[src/rtl/adder_pkg.sv]
// ============================================================================
// Module  : adder_pkg
// Brief   : Shared types and constants for the multi-lane approximate accumulator.
// Revision: 1.0 - initial release
// ============================================================================
`default_nettype none

package adder_pkg;

    typedef enum logic [1:0] {
        ADD_EXACT = 2'd0,
        ADD_LOA   = 2'd1,
        ADD_TRUNC = 2'd2
    } add_mode_e;

    typedef enum logic [1:0] {
        IDLE  = 2'd0,
        ACCUM = 2'd1,
        HOLD  = 2'd2
    } state_e;

    localparam int COUNT_W = 16;

endpackage

`default_nettype wire

[src/rtl/adder_lane_approx.sv]
// ============================================================================
// Module  : adder_lane_approx
// Brief   : Combinational single-lane adder (exact / LOA / truncated).
//           ACC_SAT_EN enables overflow detection and clamping.
// Revision: 1.0 - initial release
// ============================================================================
`default_nettype none

module adder_lane_approx
    import adder_pkg::*;
#(
    parameter int WIDTH_IN   = 16,
    parameter int WIDTH_ACC  = 24,
    parameter int IGNORE_BIT = 4,
    parameter int SIGNED     = 0
) (
    input  logic [1:0]           mode_i,
    input  logic [WIDTH_ACC-1:0] acc_i,
    input  logic [WIDTH_IN-1:0]  data_i,
    output logic [WIDTH_ACC-1:0] sum_o,
    output logic                 ovf_o
);

    localparam int HI_W = WIDTH_ACC - IGNORE_BIT;
    localparam int MSB  = WIDTH_ACC - 1;

    logic [WIDTH_ACC-1:0]  w_b;
    logic [IGNORE_BIT:0]   w_lo_exact;
    logic [IGNORE_BIT-1:0] w_lo;
    logic                  w_cin;

    always_comb begin
        if (SIGNED != 0) begin
            w_b = WIDTH_ACC'($signed(data_i));
        end else begin
            w_b = WIDTH_ACC'(data_i);
        end
    end

    // Low part and the carry it feeds into the upper part, per mode.
    always_comb begin
        w_lo_exact = {1'b0, acc_i[IGNORE_BIT-1:0]} + {1'b0, w_b[IGNORE_BIT-1:0]};
        w_lo       = w_lo_exact[IGNORE_BIT-1:0];
        w_cin      = w_lo_exact[IGNORE_BIT];
        case (add_mode_e'(mode_i))
            ADD_LOA: begin
                w_lo  = acc_i[IGNORE_BIT-1:0] | w_b[IGNORE_BIT-1:0];
                w_cin = acc_i[IGNORE_BIT-1] & w_b[IGNORE_BIT-1];
            end
            ADD_TRUNC: begin
                w_lo  = '0;
                w_cin = 1'b0;
            end
            default: ;
        endcase
    end

`ifdef ACC_SAT_EN
    logic [HI_W:0]        w_hi;
    logic [WIDTH_ACC-1:0] w_raw;
    logic                 w_ovf;

    always_comb begin
        w_hi  = {1'b0, acc_i[MSB:IGNORE_BIT]} + {1'b0, w_b[MSB:IGNORE_BIT]} + (HI_W+1)'(w_cin);
        w_raw = {w_hi[HI_W-1:0], w_lo};
        if (SIGNED != 0) begin
            w_ovf = (acc_i[MSB] == w_b[MSB]) && (w_raw[MSB] != acc_i[MSB]);
        end else begin
            w_ovf = w_hi[HI_W];
        end
        sum_o = w_raw;
        if (w_ovf) begin
            if (SIGNED != 0) begin
                sum_o = w_b[MSB] ? {1'b1, {MSB{1'b0}}} : {1'b0, {MSB{1'b1}}};
            end else begin
                sum_o = '1;
            end
        end
    end

    assign ovf_o = w_ovf;
`else
    assign sum_o = {acc_i[MSB:IGNORE_BIT] + w_b[MSB:IGNORE_BIT] + HI_W'(w_cin), w_lo};
    assign ovf_o = 1'b0;
`endif

endmodule

`default_nettype wire

[src/rtl/adder_accum_lanes.sv]
// ============================================================================
// Module  : adder_accum_lanes
// Brief   : Multi-lane streaming frame accumulator with run-time adder mode.
//           Optional macro ACC_SAT_EN: saturating lanes with sticky out_ovf_o.
// Revision: 1.0 - initial release
// ============================================================================
`default_nettype none

module adder_accum_lanes
    import adder_pkg::*;
#(
    parameter int LANES      = 4,
    parameter int WIDTH_IN   = 16,
    parameter int WIDTH_ACC  = 24,
    parameter int IGNORE_BIT = 4,
    parameter int SIGNED     = 0
) (
    input  logic                       clk,
    input  logic                       rst,
    input  logic [1:0]                 mode_i,
    input  logic                       in_valid_i,
    output logic                       in_ready_o,
    input  logic                       in_first_i,
    input  logic                       in_last_i,
    input  logic [LANES*WIDTH_IN-1:0]  in_data_i,
    output logic                       out_valid_o,
    input  logic                       out_ready_i,
    output logic [LANES*WIDTH_ACC-1:0] out_data_o,
    output logic [COUNT_W-1:0]         out_count_o,
    output logic [LANES-1:0]           out_ovf_o
);

    state_e                     state_q, state_d;
    logic [1:0]                 mode_q, mode_d;
    logic [LANES*WIDTH_ACC-1:0] acc_q, acc_d;
    logic [LANES*WIDTH_ACC-1:0] out_data_q, out_data_d;
    logic [COUNT_W-1:0]         cnt_q, cnt_d;
    logic [COUNT_W-1:0]         out_count_q, out_count_d;
    logic [LANES-1:0]           sticky_q, sticky_d;
    logic [LANES-1:0]           out_ovf_q, out_ovf_d;
    logic                       out_valid_q, out_valid_d;

    logic                       w_accept;
    logic                       w_start;
    logic [1:0]                 w_mode;
    logic [LANES*WIDTH_ACC-1:0] w_sum;
    logic [LANES-1:0]           w_ovf;
    logic [COUNT_W-1:0]         w_cnt_next;
    logic [LANES-1:0]           w_sticky_next;

    assign in_ready_o    = (state_q != HOLD) && !rst;
    assign w_accept      = in_valid_i && in_ready_o;
    // Any beat taken in IDLE opens a frame; in_first mid-frame restarts it.
    assign w_start       = (state_q == IDLE) || in_first_i;
    assign w_mode        = w_start ? mode_i : mode_q;
    assign w_cnt_next    = w_start ? COUNT_W'(1) : ((&cnt_q) ? cnt_q : cnt_q + COUNT_W'(1));
    assign w_sticky_next = w_start ? w_ovf : (sticky_q | w_ovf);

    generate
        for (genvar i = 0; i < LANES; i++) begin : g_lane
            logic [WIDTH_ACC-1:0] w_a;
            assign w_a = w_start ? '0 : acc_q[i*WIDTH_ACC +: WIDTH_ACC];

            adder_lane_approx #(
                .WIDTH_IN   (WIDTH_IN),
                .WIDTH_ACC  (WIDTH_ACC),
                .IGNORE_BIT (IGNORE_BIT),
                .SIGNED     (SIGNED)
            ) u_lane (
                .mode_i (w_mode),
                .acc_i  (w_a),
                .data_i (in_data_i[i*WIDTH_IN +: WIDTH_IN]),
                .sum_o  (w_sum[i*WIDTH_ACC +: WIDTH_ACC]),
                .ovf_o  (w_ovf[i])
            );
        end
    endgenerate

    always_comb begin
        state_d     = state_q;
        mode_d      = mode_q;
        acc_d       = acc_q;
        cnt_d       = cnt_q;
        sticky_d    = sticky_q;
        out_valid_d = out_valid_q;
        out_data_d  = out_data_q;
        out_count_d = out_count_q;
        out_ovf_d   = out_ovf_q;
        case (state_q)
            HOLD: begin
                if (out_ready_i) begin
                    state_d     = IDLE;
                    out_valid_d = 1'b0;
                end
            end
            default: begin
                if (w_accept) begin
                    mode_d   = w_mode;
                    acc_d    = w_sum;
                    cnt_d    = w_cnt_next;
                    sticky_d = w_sticky_next;
                    state_d  = ACCUM;
                    if (in_last_i) begin
                        out_data_d  = w_sum;
                        out_count_d = w_cnt_next;
                        out_ovf_d   = w_sticky_next;
                        out_valid_d = 1'b1;
                        state_d     = HOLD;
                    end
                end
            end
        endcase
    end

    always_ff @(posedge clk or posedge rst) begin
        if (rst) begin
            state_q     <= IDLE;
            mode_q      <= 2'd0;
            acc_q       <= '0;
            cnt_q       <= '0;
            sticky_q    <= '0;
            out_valid_q <= 1'b0;
            out_data_q  <= '0;
            out_count_q <= '0;
            out_ovf_q   <= '0;
        end else begin
            state_q     <= state_d;
            mode_q      <= mode_d;
            acc_q       <= acc_d;
            cnt_q       <= cnt_d;
            sticky_q    <= sticky_d;
            out_valid_q <= out_valid_d;
            out_data_q  <= out_data_d;
            out_count_q <= out_count_d;
            out_ovf_q   <= out_ovf_d;
        end
    end

    assign out_valid_o = out_valid_q;
    assign out_data_o  = out_data_q;
    assign out_count_o = out_count_q;
    assign out_ovf_o   = out_ovf_q;

endmodule

`default_nettype wire

[config.mk]
export PLATFORM = sky130hd
export DESIGN_NAME = adder_accum_lanes
export DESIGN_NICKNAME = d
export VERILOG_FILES = /design/src/rtl/adder_pkg.sv /design/src/rtl/adder_lane_approx.sv /design/src/rtl/adder_accum_lanes.sv
export SDC_FILE = /design/constraint.sdc
export NUM_CORES = 1
export LEC_CHECK = 0
export CAP_MARGIN = 20
export CORE_ASPECT_RATIO = 0.6
export CORE_MARGIN = 1
export CORE_UTILIZATION = 36
export DETAILED_ROUTE_END_ITERATION = 10
export PLACE_DENSITY = 0.53
export SLEW_MARGIN = 15
export SYNTH_ARGS = -nofsm -noshare
export SYNTH_HDL_FRONTEND = slang
export SYNTH_HIERARCHICAL = 1
export SYNTH_SLANG_ARGS = --single-unit
[constraint.sdc]
create_clock -name clk -period 10.83 [get_ports clk]
set_clock_uncertainty 0.1 [all_clocks]
set_input_delay 1.083 -clock clk [delete_from_list [all_inputs] [get_ports clk]]
set_output_delay 1.083 -clock clk [all_outputs]
set_load 0.05 [all_outputs]
==> results.md <==
- RSZ-0062 raised after global routing: no
- Ports: 190
- PostCTS Resize Cnt: 0
- Final setup fails: 0
- Vias per cell: 4.98
- Critical path destination: acc_q[70]$_DFFE_PP0P_
- Status: finished, violations left
- Die Area: 41100 um2
- WS Path Type: in -> reg
- Area Overhead vs Synth: 22.1%
- IO buf count: 189
- Synth Instances: 1753
- Antenna violations before repair: 0
- Cell variety after synth: 99
- Htree depth: 1
- 1st-iter DRT viols: 735
- Routed WL: 39.8 mm
- Rel. slew slack: 38.3%
- Capture point of the worst reg-to-reg path: acc_q[70]$_DFFE_PP0P_
- Yosys top cell by area: dfrtp_1
- Period utilisation layout: 51.2%
- Inserted Diodes: 0
- Synth async-reset ratio: 100%
- Final Wtd Congestion: 0.864
- Post-Syn Area: 14500 um2
- Fin. Hold Viols: 0
- Share of the yosys chip area belonging to registers: 40.9%
- Die W: 261 um
- Reg-to-reg slack, setup: 5.87 ns
- Syn_area_per_cell: 8.27 um2
- Synth warn: 6
- Setup crit end kind: flop
- Initial core utilization: 36.8%
- CTS buffer count: 27
- Clock Tree Root: clkbuf_16
- WL/cell: 16.3 um
- FP Rows: 56
- Nets@finish: 2069
- EDFF count, synth: 0
- Max cap viols: 0
- TNS Setup: 0 ns
- Synth Register Bits: 237
- Clk_lat worst skew: 0.55 ns
- R2R cell count: 18
- Pins over their slew limit: 0
- Post-route DRC: 8
- Fill count: 3888
- FMAX: 180 MHz
- Crit start category: primary input
- Bufs on Longest Clock Path: 3
- Period minus WS final: 5.54 ns
- TritonCTS Sinks: 237
- Worst-path maximum fanout: 42
- Ys flop type: dfrtp_1
- Mapped Nets: 1918
- Crit. Startpoint: in_first_i
- Largest net degree at the start of global routing: 72
- Cts hold-fix bufs: 0
- Critical path required time: 11.21 ns
- CTS tree: yes
- Final Instance Area: 17700 um2
- First-pass GRT wire length: 63.6 mm
- Final ANT Viol Nets: 0
- Pwr Density: 210 nW/um2
- 1st-pass router iterations: 10
- Clock transition at path regs: 0.06 ns
- Vias in the first global route: 11800
- Failing checks: design-rule violations
- Total gr overflow: 0
- Cell Area, Placed: 16800 um2
- Gr usage total: 19.3%
- Peak VDD IR: 0.000118 V
- Share of cells above drive strength 1: 5.52%
- LEAKAGE: 8.75 nW
- Chip height: 157 um
- DP HPWL: 27.4 mm
- Hold Path Class: reg -> reg
- Core area: 39400 um2
- # Post-CTS Setup Buffers: 0
- Tightest Pin Transition: 0.925 ns
- WP data arrival: 5.92 ns
- Crit Reg-Reg Startpoint: state_q[1]$_DFFE_PP0P_
- Worst hold path startpoint: acc_q[58]$_DFFE_PP0P_
- Vias: 12200
- Proportion of netlist area held by the largest area contributor: 40.9%
- Area contributors post-synth: dfrtp_1 41%, nand2_1 17%, ha_1 7.0%, and2_1 4.4%, xnor2_1 2.8%
[worst max-delay path, cell delays in order]
cell and delay [ns]:
clkdlybuf4s50_1 0.43, o21ba_4 0.54, buf_4 0.49, and2_1 0.22, ha_1 0.19, fa_1 0.22, a21o_1 0.14, a21o_1 0.12
a22oi_1 0.09, fa_1 0.43, fa_1 0.44, nand4b_1 0.20, a31o_1 0.27, a21boi_2 0.23, a311oi_4 0.16, nor3b_2 0.24
xor2_1 0.20, nand2_1 0.07, nand2_1 0.09
[power breakdown]
part / switching, mW / internal (mW)
Combinational: 1.00 / 0.530
Sequential: 0.128 / 1.11
Clock: 0.382 / 0.558
[Yosys cell counts (10+ instances only)]
cell type / number
nand2_1: 657
dfrtp_1: 237
and2_1: 101
inv_1: 84
ha_1: 81
a21oi_1: 69
o21ai_0: 52
xnor2_1: 46
clkbuf_1: 43
nor2_1: 33
xor2_1: 32
buf_2: 23
nand3_1: 22
a21o_1: 20
nand4_1: 16
nand2b_1: 14
fa_1: 12
o21ai_1: 12
nor3_1: 10
[area by class of cell]
type	instances	area, um2	share of cell area (%)
Clock buffer	39	801	4.53
Tap cell	522	653	3.69
Clock inverter	7	93.8	0.530
Multi-Input combinational cell	1352	7910	44.7
Sequential cell	237	5930	33.5
Inverter	85	327	1.85
Timing Repair Buffer	201	1980	11.2
[per-stage QoR]
step                      total power [mW]  util (%)  cells  hold WS (ns)  worst slack (ns)
after global placement                2.77      42.7   2397         0.349              4.85
after detailed placement              2.79      42.7   2397         0.354              4.73
final                                 3.71      44.9   2443         0.364              5.29
after floorplan                       2.31         -   1753         0.337              1.39
after CTS                             3.75      44.9   2443         0.371              5.29
after global routing                  3.94      44.9   2443         0.381              5.00
[cells in the final DEF (no fill, tap or decap), types with 5 or more instances in the layout]
master / count
clkdlybuf4s50_1: 189
o31ai_1: 5
a21o_1: 20
ha_1: 81
a31oi_1: 8
dfrtp_1: 237
nand3_1: 21
clkbuf_8: 8
a22o_1: 6
a22oi_1: 5
and3_1: 7
o21ai_0: 52
nand2b_1: 14
or3_1: 8
xnor2_1: 46
o21ai_1: 12
o21a_1: 9
nor2_1: 33
nand4_1: 16
nor3_1: 10
nand2_1: 657
o2111ai_1: 5
o211ai_1: 9
xor2_1: 32
buf_4: 12
and2_1: 101
clkbuf_16: 27
a211oi_1: 6
inv_1: 84
fa_1: 12
a21oi_1: 69
[worst min-delay path by stage]
stage,to,slack [ns],depth (start not counted)
global placement,acc_q[69]$_DFFE_PP0P_,0.35,2
detailed placement,acc_q[81]$_DFFE_PP0P_,0.35,2
floorplan,acc_q[28]$_DFFE_PP0P_,0.34,2
finish,acc_q[58]$_DFFE_PP0P_,0.36,2
CTS,acc_q[62]$_DFFE_PP0P_,0.37,2
global route,acc_q[73]$_DFFE_PP0P_,0.38,2
[registers in the layout, indices dropped and copies added (netlist names)]
signal and count:
acc_q 96, out_data_o 96, cnt_q 16, out_count_o 16
out_ovf_o 4, sticky_q 4, mode_q 2, state_q 2
out_valid_o 1
[kinds of logic (layout without fill, tap and decap cells)]
| family | after synthesis | count (layout) | share of synthesized area [%] |
|---|---|---|---|
| AND/OR/NAND/NOR | 916 | 916 | 28.5 |
| AO/OA/AOI/OAI | 255 | 255 | 12.0 |
| flip-flops | 237 | 237 | 40.9 |
| buffers and inverters | 164 | 332 | 4.69 |
| adder cells (fa/ha/maj) | 93 | 93 | 8.65 |
| XOR/XNOR | 78 | 78 | 4.71 |
| multiplexers | 6 | 6 | 0.432 |
| other | 4 | 4 | 0.104 |
[routing by layer]
layer  global-route usage, %  vias up  share of wire [%]
met2                    30.7      219                 44
met3                    2.40       48                3.5
met5                       0        -                  0
met1                    27.8     5834                 50
met4                    4.65        0                2.1
li1                        -     6054                  -
No activity file was read; power rests on OpenSTA's default activity.
